**config.mk**
```make
export PLATFORM = sky130hd
export DESIGN_NAME = mul_div_unit_flat
export DESIGN_NICKNAME = d
export VERILOG_FILES = /design/src/rtl/mips_pkg.sv /design/src/rtl/mul_div_unit_if.sv /design/src/rtl/mdu_datapath.sv /design/src/rtl/mul_div_unit.sv /design/src/flat_wrapper.sv
export SDC_FILE = /design/constraint.sdc
export NUM_CORES = 1
export LEC_CHECK = 0
export CELL_PAD_IN_SITES_DETAIL_PLACEMENT = 1
export CELL_PAD_IN_SITES_GLOBAL_PLACEMENT = 1
export CORE_ASPECT_RATIO = 2
export CORE_MARGIN = 2
export CORE_UTILIZATION = 35
export CTS_CLUSTER_DIAMETER = 100
export DETAILED_ROUTE_END_ITERATION = 10
export MAX_ROUTING_LAYER = met4
export PLACE_DENSITY_LB_ADDON = 0.1
export SLEW_MARGIN = 20
export SYNTH_ARGS = -nofsm -noshare
export SYNTH_HDL_FRONTEND = slang
export SYNTH_SLANG_ARGS = --single-unit
export TNS_END_PERCENT = 5
```
**constraint.sdc**
```tcl
create_clock -name Clock_in -period 3.6 [get_ports Clock_in]
set_input_delay 1.08 -clock Clock_in [delete_from_list [all_inputs] [get_ports Clock_in]]
set_output_delay 1.08 -clock Clock_in [all_outputs]
set_load 0.02 [all_outputs]
```
**src/rtl/mips_pkg.sv**
```systemverilog
// ============================================================================
// mips_pkg : shared funct codes and mul/div FSM state type
// Rev 1.0
// ============================================================================
`default_nettype none

package mips_pkg;

   localparam logic [5:0] c_FUNCT_MFHI  = 6'b010000;
   localparam logic [5:0] c_FUNCT_MTHI  = 6'b010001;
   localparam logic [5:0] c_FUNCT_MFLO  = 6'b010010;
   localparam logic [5:0] c_FUNCT_MTLO  = 6'b010011;
   localparam logic [5:0] c_FUNCT_MULT  = 6'b011000;
   localparam logic [5:0] c_FUNCT_MULTU = 6'b011001;
   localparam logic [5:0] c_FUNCT_DIV   = 6'b011010;
   localparam logic [5:0] c_FUNCT_DIVU  = 6'b011011;

   typedef enum logic [1:0] {
      IDLE = 2'd0,
      RUN  = 2'd1,
      FIX  = 2'd2
   } mdu_state_t;

   function automatic logic is_muldiv(input logic [5:0] func);
      return (func == c_FUNCT_MULT) || (func == c_FUNCT_MULTU) ||
             (func == c_FUNCT_DIV)  || (func == c_FUNCT_DIVU);
   endfunction

   function automatic logic is_div_op(input logic [5:0] func);
      return (func == c_FUNCT_DIV) || (func == c_FUNCT_DIVU);
   endfunction

   function automatic logic is_signed_op(input logic [5:0] func);
      return (func == c_FUNCT_MULT) || (func == c_FUNCT_DIV);
   endfunction

   function automatic logic is_hilo_move(input logic [5:0] func);
      return (func == c_FUNCT_MFHI) || (func == c_FUNCT_MFLO) ||
             (func == c_FUNCT_MTHI) || (func == c_FUNCT_MTLO);
   endfunction

endpackage

`default_nettype wire

```
**src/rtl/mul_div_unit_if.sv**
```systemverilog
// ============================================================================
// mul_div_unit_if : issue/result bundle between the EX stage and the mul/div unit
// Rev 1.0
// ============================================================================
`default_nettype none

interface mul_div_unit_if #(
   parameter int WIDTH = 32
);
   logic             Start_in;
   logic [5:0]       Func_in;
   logic [WIDTH-1:0] A_in;
   logic [WIDTH-1:0] B_in;
   logic [WIDTH-1:0] O_out;
   logic             Busy_out;
   logic             Done_out;
   logic             Stall_out;

   modport master (
      output Start_in, Func_in, A_in, B_in,
      input  O_out, Busy_out, Done_out, Stall_out
   );

   modport slave (
      input  Start_in, Func_in, A_in, B_in,
      output O_out, Busy_out, Done_out, Stall_out
   );
endinterface

`default_nettype wire

```
**src/rtl/mdu_datapath.sv**
```systemverilog
// ============================================================================
// mdu_datapath : shift-add multiplier / restoring divider with sign fix-up
// Rev 1.0
// ============================================================================
`default_nettype none

module mdu_datapath #(
   parameter int WIDTH = 32
) (
   input  wire logic             clk,
   input  wire logic             rst,
   input  wire logic             i_load,
   input  wire logic             i_step,
   input  wire logic             i_fix,
   input  wire logic [5:0]       i_func,
   input  wire logic [WIDTH-1:0] i_a,
   input  wire logic [WIDTH-1:0] i_b,
   output logic      [WIDTH-1:0] o_res_hi,
   output logic      [WIDTH-1:0] o_res_lo
);
   import mips_pkg::*;

   localparam int W2 = 2 * WIDTH;

   logic             w_div;
   logic             w_signed;
   logic [WIDTH-1:0] w_a_mag;
   logic [WIDTH-1:0] w_b_mag;

   // r_opd holds the multiplicand or the divisor; r_acc holds {upper, multiplier}
   // for multiply and {remainder, dividend/quotient} for divide.
   logic [WIDTH-1:0] r_opd;
   logic [W2-1:0]    r_acc;
   logic [WIDTH-1:0] r_a_raw;
   logic             r_div;
   logic             r_neg_q;
   logic             r_neg_r;
   logic             r_div0;

   logic [WIDTH:0]   w_add_sum;
   logic [WIDTH:0]   w_rem_sh;
   logic [WIDTH:0]   w_diff;
   logic [W2-1:0]    w_acc_nx;
   logic [W2-1:0]    w_prod;
   logic [WIDTH-1:0] w_quo;
   logic [WIDTH-1:0] w_rem;

   assign w_div    = is_div_op(i_func);
   assign w_signed = is_signed_op(i_func);
   assign w_a_mag  = (w_signed && i_a[WIDTH-1]) ? -i_a : i_a;
   assign w_b_mag  = (w_signed && i_b[WIDTH-1]) ? -i_b : i_b;

   assign w_add_sum = {1'b0, r_acc[W2-1:WIDTH]} + {1'b0, r_opd};
   assign w_rem_sh  = r_acc[W2-1:WIDTH-1];
   assign w_diff    = w_rem_sh - {1'b0, r_opd};

   always_comb begin
      w_acc_nx = r_acc;
      if (r_div) begin
         if (!w_diff[WIDTH]) begin
            w_acc_nx = {w_diff[WIDTH-1:0], r_acc[WIDTH-2:0], 1'b1};
         end else begin
            w_acc_nx = {w_rem_sh[WIDTH-1:0], r_acc[WIDTH-2:0], 1'b0};
         end
      end else begin
         if (r_acc[0]) begin
            w_acc_nx = {w_add_sum, r_acc[WIDTH-1:1]};
         end else begin
            w_acc_nx = {1'b0, r_acc[W2-1:1]};
         end
      end
   end

   assign w_prod = r_neg_q ? -r_acc : r_acc;
   assign w_quo  = r_neg_q ? -r_acc[WIDTH-1:0] : r_acc[WIDTH-1:0];
   assign w_rem  = r_neg_r ? -r_acc[W2-1:WIDTH] : r_acc[W2-1:WIDTH];

   always_ff @(posedge clk) begin
      if (rst) begin
         r_opd    <= '0;
         r_acc    <= '0;
         r_a_raw  <= '0;
         r_div    <= 1'b0;
         r_neg_q  <= 1'b0;
         r_neg_r  <= 1'b0;
         r_div0   <= 1'b0;
         o_res_hi <= '0;
         o_res_lo <= '0;
      end else begin
         if (i_load) begin
            r_opd   <= w_div ? w_b_mag : w_a_mag;
            r_acc   <= {{WIDTH{1'b0}}, (w_div ? w_a_mag : w_b_mag)};
            r_a_raw <= i_a;
            r_div   <= w_div;
            r_neg_q <= w_signed && (i_a[WIDTH-1] ^ i_b[WIDTH-1]);
            r_neg_r <= w_signed && i_a[WIDTH-1];
            r_div0  <= (i_b == '0);
         end else if (i_step) begin
            r_acc <= w_acc_nx;
         end
         if (i_fix) begin
            if (!r_div) begin
               o_res_hi <= w_prod[W2-1:WIDTH];
               o_res_lo <= w_prod[WIDTH-1:0];
            end else if (r_div0) begin
               o_res_hi <= r_a_raw;
               o_res_lo <= '1;
            end else begin
               o_res_hi <= w_rem;
               o_res_lo <= w_quo;
            end
         end
      end
   end

endmodule

`default_nettype wire

```
**src/rtl/mul_div_unit.sv**
```systemverilog
// ============================================================================
// mul_div_unit : iterative MULT/MULTU/DIV/DIVU unit with private HI/LO
// Rev 1.0
// ============================================================================
`default_nettype none

module mul_div_unit #(
   parameter int WIDTH = 32
) (
   input wire logic       Clock_in,
   input wire logic       Reset_in,
   mul_div_unit_if.slave  md
);
   import mips_pkg::*;

   localparam int              CNT_W      = $clog2(WIDTH);
   localparam logic [CNT_W-1:0] c_CNT_LOAD = CNT_W'(WIDTH - 1);

   mdu_state_t       r_state;
   mdu_state_t       w_next_state;
   logic [CNT_W-1:0] r_cnt;
   logic             r_busy;
   logic             r_wr_pend;
   logic             r_done;
   logic [WIDTH-1:0] r_hi;
   logic [WIDTH-1:0] r_lo;
   logic [WIDTH-1:0] w_res_hi;
   logic [WIDTH-1:0] w_res_lo;
   logic             w_free;
   logic             w_accept;
   logic             w_step;
   logic             w_fix;
   logic             w_mthi;
   logic             w_mtlo;

   // The result is written one edge after FIX, so the unit also counts as
   // occupied while that write is pending (r_busy still high).
   assign w_free = (r_state == IDLE) && !r_busy;
   assign w_mthi = w_free && md.Start_in && (md.Func_in == c_FUNCT_MTHI);
   assign w_mtlo = w_free && md.Start_in && (md.Func_in == c_FUNCT_MTLO);

   always_comb begin
      w_next_state = r_state;
      w_accept     = 1'b0;
      w_step       = 1'b0;
      w_fix        = 1'b0;
      case (r_state)
         IDLE: begin
            if (w_free && md.Start_in && is_muldiv(md.Func_in)) begin
               w_accept     = 1'b1;
               w_next_state = RUN;
            end
         end
         RUN: begin
            w_step = 1'b1;
            if (r_cnt == '0) begin
               w_next_state = FIX;
            end
         end
         FIX: begin
            w_fix        = 1'b1;
            w_next_state = IDLE;
         end
         default: w_next_state = IDLE;
      endcase
   end

   always_ff @(posedge Clock_in) begin
      if (Reset_in) begin
         r_state   <= IDLE;
         r_cnt     <= '0;
         r_busy    <= 1'b0;
         r_wr_pend <= 1'b0;
         r_done    <= 1'b0;
         r_hi      <= '0;
         r_lo      <= '0;
      end else begin
         r_state   <= w_next_state;
         r_busy    <= (r_state != IDLE);
         r_wr_pend <= w_fix;
         r_done    <= r_wr_pend;
         if (w_accept) begin
            r_cnt <= c_CNT_LOAD;
         end else if (w_step) begin
            r_cnt <= r_cnt - CNT_W'(1);
         end
         if (r_wr_pend) begin
            r_hi <= w_res_hi;
            r_lo <= w_res_lo;
         end else begin
            if (w_mthi) begin
               r_hi <= md.A_in;
            end
            if (w_mtlo) begin
               r_lo <= md.A_in;
            end
         end
      end
   end

   mdu_datapath #(
      .WIDTH (WIDTH)
   ) u_datapath (
      .clk      (Clock_in),
      .rst      (Reset_in),
      .i_load   (w_accept),
      .i_step   (w_step),
      .i_fix    (w_fix),
      .i_func   (md.Func_in),
      .i_a      (md.A_in),
      .i_b      (md.B_in),
      .o_res_hi (w_res_hi),
      .o_res_lo (w_res_lo)
   );

   always_comb begin
      md.O_out = '0;
      if (md.Func_in == c_FUNCT_MFHI) begin
         md.O_out = r_hi;
      end else if (md.Func_in == c_FUNCT_MFLO) begin
         md.O_out = r_lo;
      end
   end

   assign md.Busy_out  = r_busy;
   assign md.Done_out  = r_done;
   assign md.Stall_out = r_busy && is_hilo_move(md.Func_in);

endmodule

`default_nettype wire
```
**src/flat_wrapper.sv**
```systemverilog
// flat-port wrapper written by rule: the top's interface ports become plain ports
module mul_div_unit_flat import mips_pkg::*;
#(
   parameter int WIDTH = 32
)
  (Clock_in, Reset_in, md_Start_in, md_Func_in, md_A_in, md_B_in, md_O_out, md_Busy_out, md_Done_out, md_Stall_out);
  mul_div_unit_if #(.WIDTH(WIDTH)) md_i ();
  input wire logic Clock_in;
  input wire logic Reset_in;
  input wire logic [$bits(md_i.Start_in)-1:0] md_Start_in;
  input wire logic [$bits(md_i.Func_in)-1:0] md_Func_in;
  input wire logic [$bits(md_i.A_in)-1:0] md_A_in;
  input wire logic [$bits(md_i.B_in)-1:0] md_B_in;
  output wire logic [$bits(md_i.O_out)-1:0] md_O_out;
  output wire logic [$bits(md_i.Busy_out)-1:0] md_Busy_out;
  output wire logic [$bits(md_i.Done_out)-1:0] md_Done_out;
  output wire logic [$bits(md_i.Stall_out)-1:0] md_Stall_out;
  assign md_i.Start_in = md_Start_in;
  assign md_i.Func_in = md_Func_in;
  assign md_i.A_in = md_A_in;
  assign md_i.B_in = md_B_in;
  assign md_O_out = md_i.O_out;
  assign md_Busy_out = md_i.Busy_out;
  assign md_Done_out = md_i.Done_out;
  assign md_Stall_out = md_i.Stall_out;
  mul_div_unit #(.WIDTH(WIDTH)) u_core (.Clock_in(Clock_in), .Reset_in(Reset_in), .md(md_i));
endmodule
```
==> qor.csv, run 1 <==
metric;value;unit
Logic pwr share;18.5;%
Final ANT Viol Nets;0;
post-synthesis sequential area ratio;27.29;%
Storage cell area;5415;um^2
pwr dens;308.0;nW/um^2
Fill cells;7085;
clk_skew;0.02076;ns
die area;58630;um^2
HPWL after DPL;82910;um
xor/xnor share of the synthesized area;7.870;%
syn_nets;2958;
post-synthesis async set-or-reset flop share;0;%
hold_buf cts;0;
number of buffers created by CTS;30;
Slew Viols, Final;0;
final worst path period need;3.495;ns
die span in y;340.4;um
Post-synth EDFFs;0;
Final Hold Fails;0;
top_reg_cell synth;dfxtp_1;
Setup-failing EPs final;0;
CTS H-Tree Depth;1;
Core Rows;123;
Rel. slew slack;21.83;%
Post-route DRC;0;
IO Count;108;
Synthesis Warnings;0;
Multi-input gate area;13460;um^2
Worst-Skew Late Latency;0.61;ns
antenna cells;0;
Die Wd;172.2;um
Setup WS post-layout;0.1052;ns
switch share;30.33;%
Setup crit end kind;output port;
HP Class;reg -> reg;
syn avg cell area;7.042;um^2
post-synthesis register bit count;270;
Initial Util;35.26;%
CP required;2.52;ns
Max Cap Violations;0;
core area;56170;um^2
Sink Count;270;
initial antenna violation count;0;
vias per std cell;5.934;
GRT Util Overall;36.82;%
port bufs;107;
Simple-Gate Fraction of Synth Area;22.02;%
ratio of cells with drive above 1 in the final layout;17.11;%
Sw Pwr;2.346;mW
Fmax;286.1;MHz
most frequent cells in the layout;nand2_1 (427), a21oi_1 (387), buf_4 (369);
sequential share of power;39.5;%
Netlist cell types;90;
gr ovfl total;0;
post-synthesis mux area share;4.958;%
Synth Area in Compound Gates;27.37;%
DP Worst Slack;-0.6584;ns
Pre-Repair DR Iteration Count;5;
routed wirelength normalized by instance count;27.51;um
vias in the first global route;24210;
area delta synth->final;26.79;%
largest family of logic cells by synthesized area;compound AO/OA/AOI/OAI gates;
first-pass GRT wire length;155400;um
CTS Root Cell;clkbuf_16;
CTS tree;built;
clock power share;42.0;%
Syn Inst Count;2813;
RePlAce Congestion;1.014;
Layout Nets;3232;
crit-path max FO;8;
Worst Tran Pin Value;1.164;ns
Adder-Cell Fraction of Synth Area;4.624;%
via count;22900;
Final Cycle Share;97.08;%
Arrival @ worst endpoint;2.41;ns
VDD IR max;0.3621;mV
clk slew on worst S/H paths;0.06;ns
DP Area;23930;um^2
Cell Area, Synth;19810;um^2
outcome;complete, no violations;
Power Internal;5.389;mW
deepest clock path buffer count;3;
largest net degree at the start of global routing;120;
final instance area;25120;um^2
most common library cell in the layout ignoring fill and taps;nand2_1;
DRT Wirelength;106200;um
initial DRC count;1483;
P_leak;10.08;nW
WS Path Type;in -> out;
CP Launch Type;input port;
==> layer usage <==
layer,global-route usage (%),wire length (um),vias to the layer above
met3,4.558,4672,390
li1,-,-,10490
met2,64.36,53850,768
met5,-,0,-
met1,35.34,36150,11250
met4,31.43,11500,0
==> state kept, by name, indices dropped and copies added (netlist names) <==
| register | count |
|---|---|
| u_core.u_datapath.r_acc | 64 |
| u_core.r_hi | 32 |
| u_core.r_lo | 32 |
| u_core.u_datapath.o_res_hi | 32 |
| u_core.u_datapath.o_res_lo | 32 |
| u_core.u_datapath.r_a_raw | 32 |
| u_core.u_datapath.r_opd | 32 |
| u_core.r_cnt | 5 |
| u_core.r_state | 2 |
| u_core.md.Busy_out | 1 |
| u_core.md.Done_out | 1 |
| u_core.r_wr_pend | 1 |
| u_core.u_datapath.r_div | 1 |
| u_core.u_datapath.r_div0 | 1 |
| u_core.u_datapath.r_neg_q | 1 |
| u_core.u_datapath.r_neg_r | 1 |
==> power by group through the flow <==
stage	Clock (mW)	Sequential, mW	Combinational (mW)
finish	3.25	3.06	1.43
global placement	0	3.12	1.36
detailed placement	0	3.12	1.38
CTS	3.30	3.05	1.40
global route	3.42	3.06	1.50
floorplan	0	3.11	0.644
==> area by class of cell <==
type                            count  share of cell area [%]
Inverter                           69                   1.031
Timing Repair Buffer              475                   16.15
Clock inverter                     10                  0.4832
Tap cell                          750                   3.736
Sequential cell                   270                   21.56
Clock buffer                       44                   3.442
Multi-Input combinational cell   2241                   53.60
==> worst max-delay path, cell delays in order <==
cell,delay [ns]
clkdlybuf4s50_1,0.51
inv_1,0.22
nand2_8,0.14
buf_16,0.19
nor2_1,0.11
buf_4,0.14
==> final timing paths <==
path                                 start                             to  slack [ns]  depth (start not counted)
max reg2reg    u_core.u_datapath.r_opd[14]    u_core.u_datapath.r_acc[58]        0.15                         14
min reg2reg  u_core.u_datapath.r_a_raw[29]  u_core.u_datapath.r_a_raw[29]        0.46                          2
min          u_core.u_datapath.r_a_raw[29]  u_core.u_datapath.r_a_raw[29]        0.46                          2
max                          md_Func_in[0]                   md_O_out[12]        0.11                          6
==> kinds of logic after synthesis <==
family                     Yosys count
and+or+nand+nor                    993
AOI/OAI and AO/OA                  901
buffers and inverters              302
DFF                                270
xor gates and xnor gates           178
muxes                               97
adders and majority gates           72
==> synth_stat cells (6+ instances only) <==
master / n / area (um^2)
nand2_1: 429 / 1610
a21oi_1: 389 / 1947
nor2_1: 299 / 1122
dfxtp_1: 270 / 5405
o21ai_0: 203 / 1016
clkbuf_1: 202 / 758.2
xnor2_1: 100 / 875.8
mux2i_1: 88 / 880.8
xor2_1: 78 / 683.2
ha_1: 70 / 875.8
inv_1: 69 / 259.0
nor3_1: 66 / 330.3
nand3_1: 38 / 190.2
o31ai_1: 29 / 217.7
a211oi_1: 27 / 202.7
a31oi_1: 27 / 168.9
nor4_1: 27 / 168.9
a21o_1: 24 / 180.2
a221oi_1: 23 / 201.4
o211ai_1: 23 / 172.7
buf_1: 21 / 78.83
o22ai_1: 20 / 125.1
nand2b_1: 18 / 112.6
nand4_1: 18 / 112.6
a22oi_1: 17 / 127.6
or3_1: 17 / 106.4
and2_1: 13 / 81.33
nor2b_1: 13 / 81.33
o41ai_1: 13 / 113.9
o21a_1: 12 / 90.09
or4_1: 10 / 75.07
and3_1: 9 / 56.30
mux2_2: 9 / 101.4
a21boi_0: 7 / 52.55
nor4b_1: 7 / 61.31
o2111ai_1: 7 / 61.31
or2_2: 7 / 43.79
buf_2: 6 / 30.03
==> per-stage QoR <==
stage	util, %	total power, mW	hold slack (ns)	setup TNS [ns]	std cells
finish	44.71	7.736	0.4636	0	3859
global route	44.71	7.976	0.4898	-0.1213	3859
CTS	44.51	7.752	0.4667	0	3858
detailed placement	42.59	4.500	0.4486	-34.87	3800
global placement	42.59	4.483	0.4430	-32.65	3800
floorplan	-	3.750	0.4159	0	2813
==> repair_timing <==
action / in CTS / in global routing
pin swaps: 2 / 6
resized for setup: 190 / 21
gates cloned: 3 / 0
endpoints found under the setup margin: 35 / 35
setup buffers: 1 / 1
No activity file was read; power rests on OpenSTA's default activity.
==> run 2, diff against run 1 <==
--- a/config.mk
+++ b/config.mk
@@ -8,7 +8,6 @@
 export CELL_PAD_IN_SITES_DETAIL_PLACEMENT = 1
 export CELL_PAD_IN_SITES_GLOBAL_PLACEMENT = 1
 export CORE_ASPECT_RATIO = 2
-export CORE_MARGIN = 2
 export CORE_UTILIZATION = 35
 export CTS_CLUSTER_DIAMETER = 100
 export DETAILED_ROUTE_END_ITERATION = 10
==> qor.csv, run 2 (synthesized netlist as in run 1, its figures left out) <==
metric;value;unit;change
port bufs;107;;unchanged
Slew Viols, Final;0;;unchanged
delay-heaviest family, CP;buffers and inverters;;
Final Cycle Share;99.83;%;+2.7 points
area delta synth->final;26.05;%;
placed cells;3814;;+0.37%
pwr dens;304.9;nW/um^2;-1.0%
VDD IR max;0.3317;mV;-8.4%
Setup WS post-layout;0.006182;ns;-0.09898 ns
Initial Util;35.36;%;+0.097 points
most frequent cells in the layout;nand2_1 (427), a21oi_1 (386), buf_4 (366);;
GRT Util Overall;38.71;%;+1.9 points
Worst Path Buf+Inv;6;;+2
via count;23160;;+1.1%
Layout Cells excl Fill;3866;;+0.18%
Fill cells;7118;;+0.47%
DP Area;23990;um^2;+0.26%
vias in the first global route;24330;;+0.47%
CTS H-Tree Depth;1;;unchanged
core area;56020;um^2;-0.27%
initial antenna violation count;2;;+2
Final ANT Viol Nets;0;;unchanged
Storage cell area;5415;um^2;unchanged
Layout Nets;3242;;+0.31%
most flop-heavy register;u_core.u_datapath.r_acc;;
crit-path max FO;5;;-3
Core Rows;123;;unchanged
final instance area;24970;um^2;-0.59%
crit path max-delay cell type;dfxtp_1;;
Worst Tran Pin Value;1.183;ns;+0.01887 ns
max reg flops;64;;unchanged
Sink Count;270;;unchanged
initial DRC count;1476;;-0.47%
largest net degree at the start of global routing;117;;-2.5%
die area;57610;um^2;-1.7%
total power;7.613;mW;-1.6%
gr ovfl total;0;;unchanged
DRT Wirelength;109800;um;+3.5%
P_leak;10.10;nW;+0.23%
CP max stage delay;0.49;ns;-0.02 ns
Post-route DRC;0;;unchanged
Pre-Repair DR Iteration Count;5;;unchanged
routed wirelength normalized by instance count;28.41;um;+3.3%
most frequent CP cell;buf_4;;
Fmax;278.3;MHz;-2.8%
Max Cap Violations;0;;unchanged
Rel. slew slack;20.40;%;-1.4 points
CP Launch Type;flop;;
first-pass GRT wire length;158800;um;+2.2%
vias per std cell;5.990;;+0.94%
clk_skew;0.02312;ns;+0.002366 ns
Final Hold Fails;0;;unchanged
clk slew on worst S/H paths;0.07;ns;about the same
most common library cell in the layout ignoring fill and taps;nand2_1;;
CP required;4.09;ns;+1.57 ns
deepest clock path buffer count;3;;unchanged
Setup-failing EPs final;0;;unchanged
IO Count;108;;unchanged
WS Path Type;reg -> reg;;
ratio of cells with drive above 1 in the final layout;16.83;%;-0.28 points
Worst-Skew Late Latency;0.60;ns;about the same
Setup crit end kind;flop;;
CTS tree;built;;
final core utilization;44.57;%;-0.14 points
number of buffers created by CTS;29;;-3.3%
final worst path period need;3.594;ns;+0.09898 ns
crit-path cells;inv_1 -> buf_4 -> ha_1 -> buf_4 -> nand3_1 -> nor2_1 -> a31o_2 -> a311o_1 -> inv_1 -> nor3_2 -> buf_4 -> nor3_4 -> buf_4 -> a21oi_1 -> a2111oi_1;;
die span in y;338.4;um;-0.59%
outcome;complete, no violations;;
HPWL after DPL;86850;um;+4.7%
unrepaired setup endpoints after global routing;yes;;
CTS Root Cell;clkbuf_16;;
HP Class;reg -> reg;;
DP Worst Slack;-0.7709;ns;-0.1125 ns
Die Wd;170.2;um;-1.2%
Multi-input gate area;13420;um^2;-0.32%
Arrival @ worst endpoint;4.09;ns;+1.68 ns
RePlAce Congestion;1.028;;+1.3%
-- run 2: changes by cell type in the layout (fill, tap and decap cells not counted), sizes merged --
cell      change
clkinv        +1
diode         +2
inv           +1
buf          +11
clkbuf        -4
clkinvlp      -4
-- run 2: worst min-delay path: stages (launching register included) --
cell     delay [ns]
dfxtp_1        0.31
nand2_1        0.05
a21oi_1        0.05
-- run 2: area by class of cell --
type | count | share of cell area (%)
antenna | 2 | 0.02004
clock inverter | 8 | 0.4059
sequential | 270 | 21.69
timing repair buffer | 486 | 16.07
inverter | 69 | 1.037
tap | 750 | 3.758
multi-input combinational | 2241 | 53.75
clock buffer | 40 | 3.272
-- run 2: worst paths after layout --
check / start / endpoint / slack, ns / cells after the start
hold reg to reg: u_core.u_datapath.r_a_raw[19] / u_core.u_datapath.r_a_raw[19] / 0.46 / 2
setup / recovery: u_core.u_datapath.r_opd[28] / u_core.u_datapath.r_acc[0] / 0.006 / 15
hold / removal: u_core.u_datapath.r_a_raw[19] / u_core.u_datapath.r_a_raw[19] / 0.46 / 2
setup reg to reg: u_core.u_datapath.r_opd[28] / u_core.u_datapath.r_acc[0] / 0.006 / 15
-- run 2: through the flow --
step / TNS (ns) / hold WS (ns)
final: 0 / 0.4608
after global routing: -0.07483 / 0.4842
after CTS: -0.08679 / 0.4591
after detailed placement: -39.55 / 0.4497
after global placement: -37.51 / 0.4406
after floorplan: 0 / 0.4159
-- run 2: per-layer routing --
layer	part of all wire [%]	global-route usage, %	wire length (um)
met5	0	-	0
met4	10	33.30	11260
met3	3.7	3.916	4012
met1	34	36.20	37660
met2	52	69.54	56920
-- run 2: report_power, final --
part           switching, mW  total, mW  internal (mW)  leakage (nW)
registers             0.0359       3.05           3.02          2.18
logic                  0.896       1.45          0.549          7.47
clock network           1.39       3.11           1.72         0.454
total                   2.33       7.61           5.29          10.1
-- run 2: what timing repair did --
item	in CTS	in global routing
endpoints found under the hold margin	0	0
buffers inserted	0	0
hold buffers	0	0
resized for setup	158	18
cloned	2	0
endpoints found under the setup margin	41	35
pin swaps	1	2
==> run 3, diff against run 2 <==
--- a/config.mk
+++ b/config.mk
@@ -13,6 +13,7 @@
 export DETAILED_ROUTE_END_ITERATION = 10
 export MAX_ROUTING_LAYER = met4
 export PLACE_DENSITY_LB_ADDON = 0.1
+export SKIP_CTS_REPAIR_TIMING = 1
 export SLEW_MARGIN = 20
 export SYNTH_ARGS = -nofsm -noshare
 export SYNTH_HDL_FRONTEND = slang
==> qor.csv, run 3 (synthesized netlist as in run 1, its figures left out) <==
metric;value;unit;change
Pre-Repair DR Iteration Count;5;;unchanged
P_leak;10.16;nW;+0.53%
max reg flops;64;;unchanged
Die Wd;170.2;um;unchanged
Core Rows;123;;unchanged
Final ANT Viol Nets;0;;unchanged
crit-path max FO;5;;unchanged
VDD IR max;0.3305;mV;-0.36%
Post-route DRC;0;;unchanged
initial antenna violation count;0;;-2
CTS H-Tree Depth;1;;unchanged
Worst Path Buf+Inv;4;;-2
GRT Util Overall;38.46;%;-0.24 points
largest net degree at the start of global routing;117;;unchanged
R2R Setup Slk;0.05;ns;+0.05 ns
first-pass GRT wire length;157900;um;-0.55%
most frequent cells in the layout;nand2_1 (427), a21oi_1 (386), buf_4 (383);;
Storage cell area;5415;um^2;unchanged
CTS Root Cell;clkbuf_16;;
Setup-failing EPs final;0;;unchanged
outcome;complete, no violations;;
Initial Util;35.36;%;unchanged
initial DRC count;1384;;-6.2%
Arrival @ worst endpoint;4.04;ns;-0.05 ns
Max Cap Violations;0;;unchanged
Worst-Skew Late Latency;0.60;ns;about the same
most flop-heavy register;u_core.u_datapath.r_acc;;
Sink Count;270;;unchanged
die area;57610;um^2;unchanged
DP Worst Slack;-0.7709;ns;unchanged
Worst Reg-to-Reg Cells;13;;-2
Fill cells;7103;;-0.21%
CP required;4.09;ns;about the same
worst reg2reg endpoint;u_core.u_datapath.r_acc[53];;
Setup WS post-layout;0.05470;ns;+0.04851 ns
Hold EP;u_core.u_datapath.o_res_hi[11];;
Rel. slew slack;17.35;%;-3.0 points
unrepaired setup endpoints after global routing;yes;;
final worst path period need;3.545;ns;-0.04851 ns
Multi-input gate area;13420;um^2;about the same
area delta synth->final;26.38;%;
Worst Tran Pin Value;1.228;ns;+0.04532 ns
die span in y;338.4;um;unchanged
deepest clock path buffer count;3;;unchanged
Hold Startpoint;u_core.u_datapath.o_res_hi[11];;
Setup crit end kind;flop;;
number of buffers created by CTS;29;;unchanged
Slew Viols, Final;0;;unchanged
worst hold stages;2;;unchanged
HP Class;reg -> reg;;
routed wirelength normalized by instance count;28.40;um;about the same
clk slew on worst S/H paths;0.07;ns;about the same
clk_skew;0.02085;ns;-0.002269 ns
Fmax;282.1;MHz;+1.4%
crit path max-delay cell type;dfxtp_1;;
port bufs;107;;unchanged
R2R Path Start;u_core.u_datapath.r_opd[28];;
crit-path cells;inv_1 -> buf_4 -> ha_1 -> nand2_1 -> a211o_1 -> a31oi_2 -> a311o_1 -> inv_1 -> o21ai_0 -> nand2_1 -> buf_4 -> o211a_1 -> o41ai_1;;
RePlAce Congestion;1.028;;unchanged
CP Launch Type;flop;;
HPWL after DPL;86850;um;unchanged
vias per std cell;6.007;;+0.29%
total power;7.604;mW;-0.12%
DRT Wirelength;109800;um;about the same
ratio of cells with drive above 1 in the final layout;17.10;%;+0.27 points
IO Count;108;;unchanged
WS Path Type;reg -> reg;;
most common library cell in the layout ignoring fill and taps;nand2_1;;
antenna cells;0;;-2
gr ovfl total;0;;unchanged
Layout Nets;3245;;+0.093%
pwr dens;303.7;nW/um^2;-0.38%
vias in the first global route;24220;;-0.45%
core area;56020;um^2;unchanged
Final Hold Fails;0;;unchanged
delay-heaviest family, CP;compound AO/OA/AOI/OAI gates;;
via count;23230;;+0.32%
CTS tree;built;;
CP max stage delay;0.46;ns;-0.03 ns
crit path from;u_core.u_datapath.r_opd[28];;
Final Cycle Share;98.48;%;-1.3 points
## run 3: changes by cell type in the layout (fill, tap and decap cells not counted), sizes merged
cell,change
dlygate4sd2,-4
dlymetal6s2s,+5
buf,-4
diode,-2
clkbuf,+7
clkdlybuf4s15,-1
## run 3: worst reg2reg max path: stages, from the launching register on
cell     delay [ns]
dfxtp_1        0.46
inv_1          0.18
buf_4          0.21
ha_1           0.37
nand2_1        0.11
a211o_1        0.26
a31oi_2        0.37
a311o_1        0.31
inv_1          0.09
o21ai_0        0.25
nand2_1        0.13
buf_4          0.16
o211a_1        0.22
o41ai_1        0.33
## run 3: metrics by stage
stage,hold slack [ns],setup TNS (ns),utilization [%],cell area [um^2],instances
6_report,0.4601,0,44.69,25040,3867
5_1_grt,0.4842,-0.07665,44.69,25040,3867
4_1_cts,0.4591,-25.54,44.46,24910,3862
3_5_place_dp,0.4497,-39.55,42.82,23990,3814
3_3_place_gp,0.4406,-37.51,42.81,23980,3814
2_1_floorplan,0.4159,0,-,19810,2813
## run 3: worst max-delay path by stage
stage / to / cells after the start / slack, ns
floorplan: md_O_out[21] / 5 / 0.03
global placement: md_O_out[27] / 7 / -0.77
detailed placement: md_O_out[19] / 7 / -0.77
CTS: md_O_out[19] / 7 / -0.78
global route: u_core.u_datapath.r_acc[59] / 14 / -0.05
finish: u_core.u_datapath.r_acc[53] / 13 / 0.05
## run 3: area by class of cell
type,instances,share of cell area (%)
sequential,270,21.63
timing repair buffer,489,16.31
multi-input combinational,2241,53.61
clock inverter,8,0.4048
tap,750,3.748
inverter,69,1.035
clock buffer,40,3.264
## run 3: metal layers
layer	wire length [um]	track usage (%)	up-vias
met3	4517	4.092	390
met5	0	-	-
met2	57120	68.88	808
met1	36950	35.98	11510
met4	11250	33.20	0
li1	-	-	10530
## run 3: power breakdown
part	total, mW	internal [mW]	switching (mW)
clock network	3.11	1.72	1.39
registers	3.05	3.02	0.0360
logic	1.44	0.549	0.891
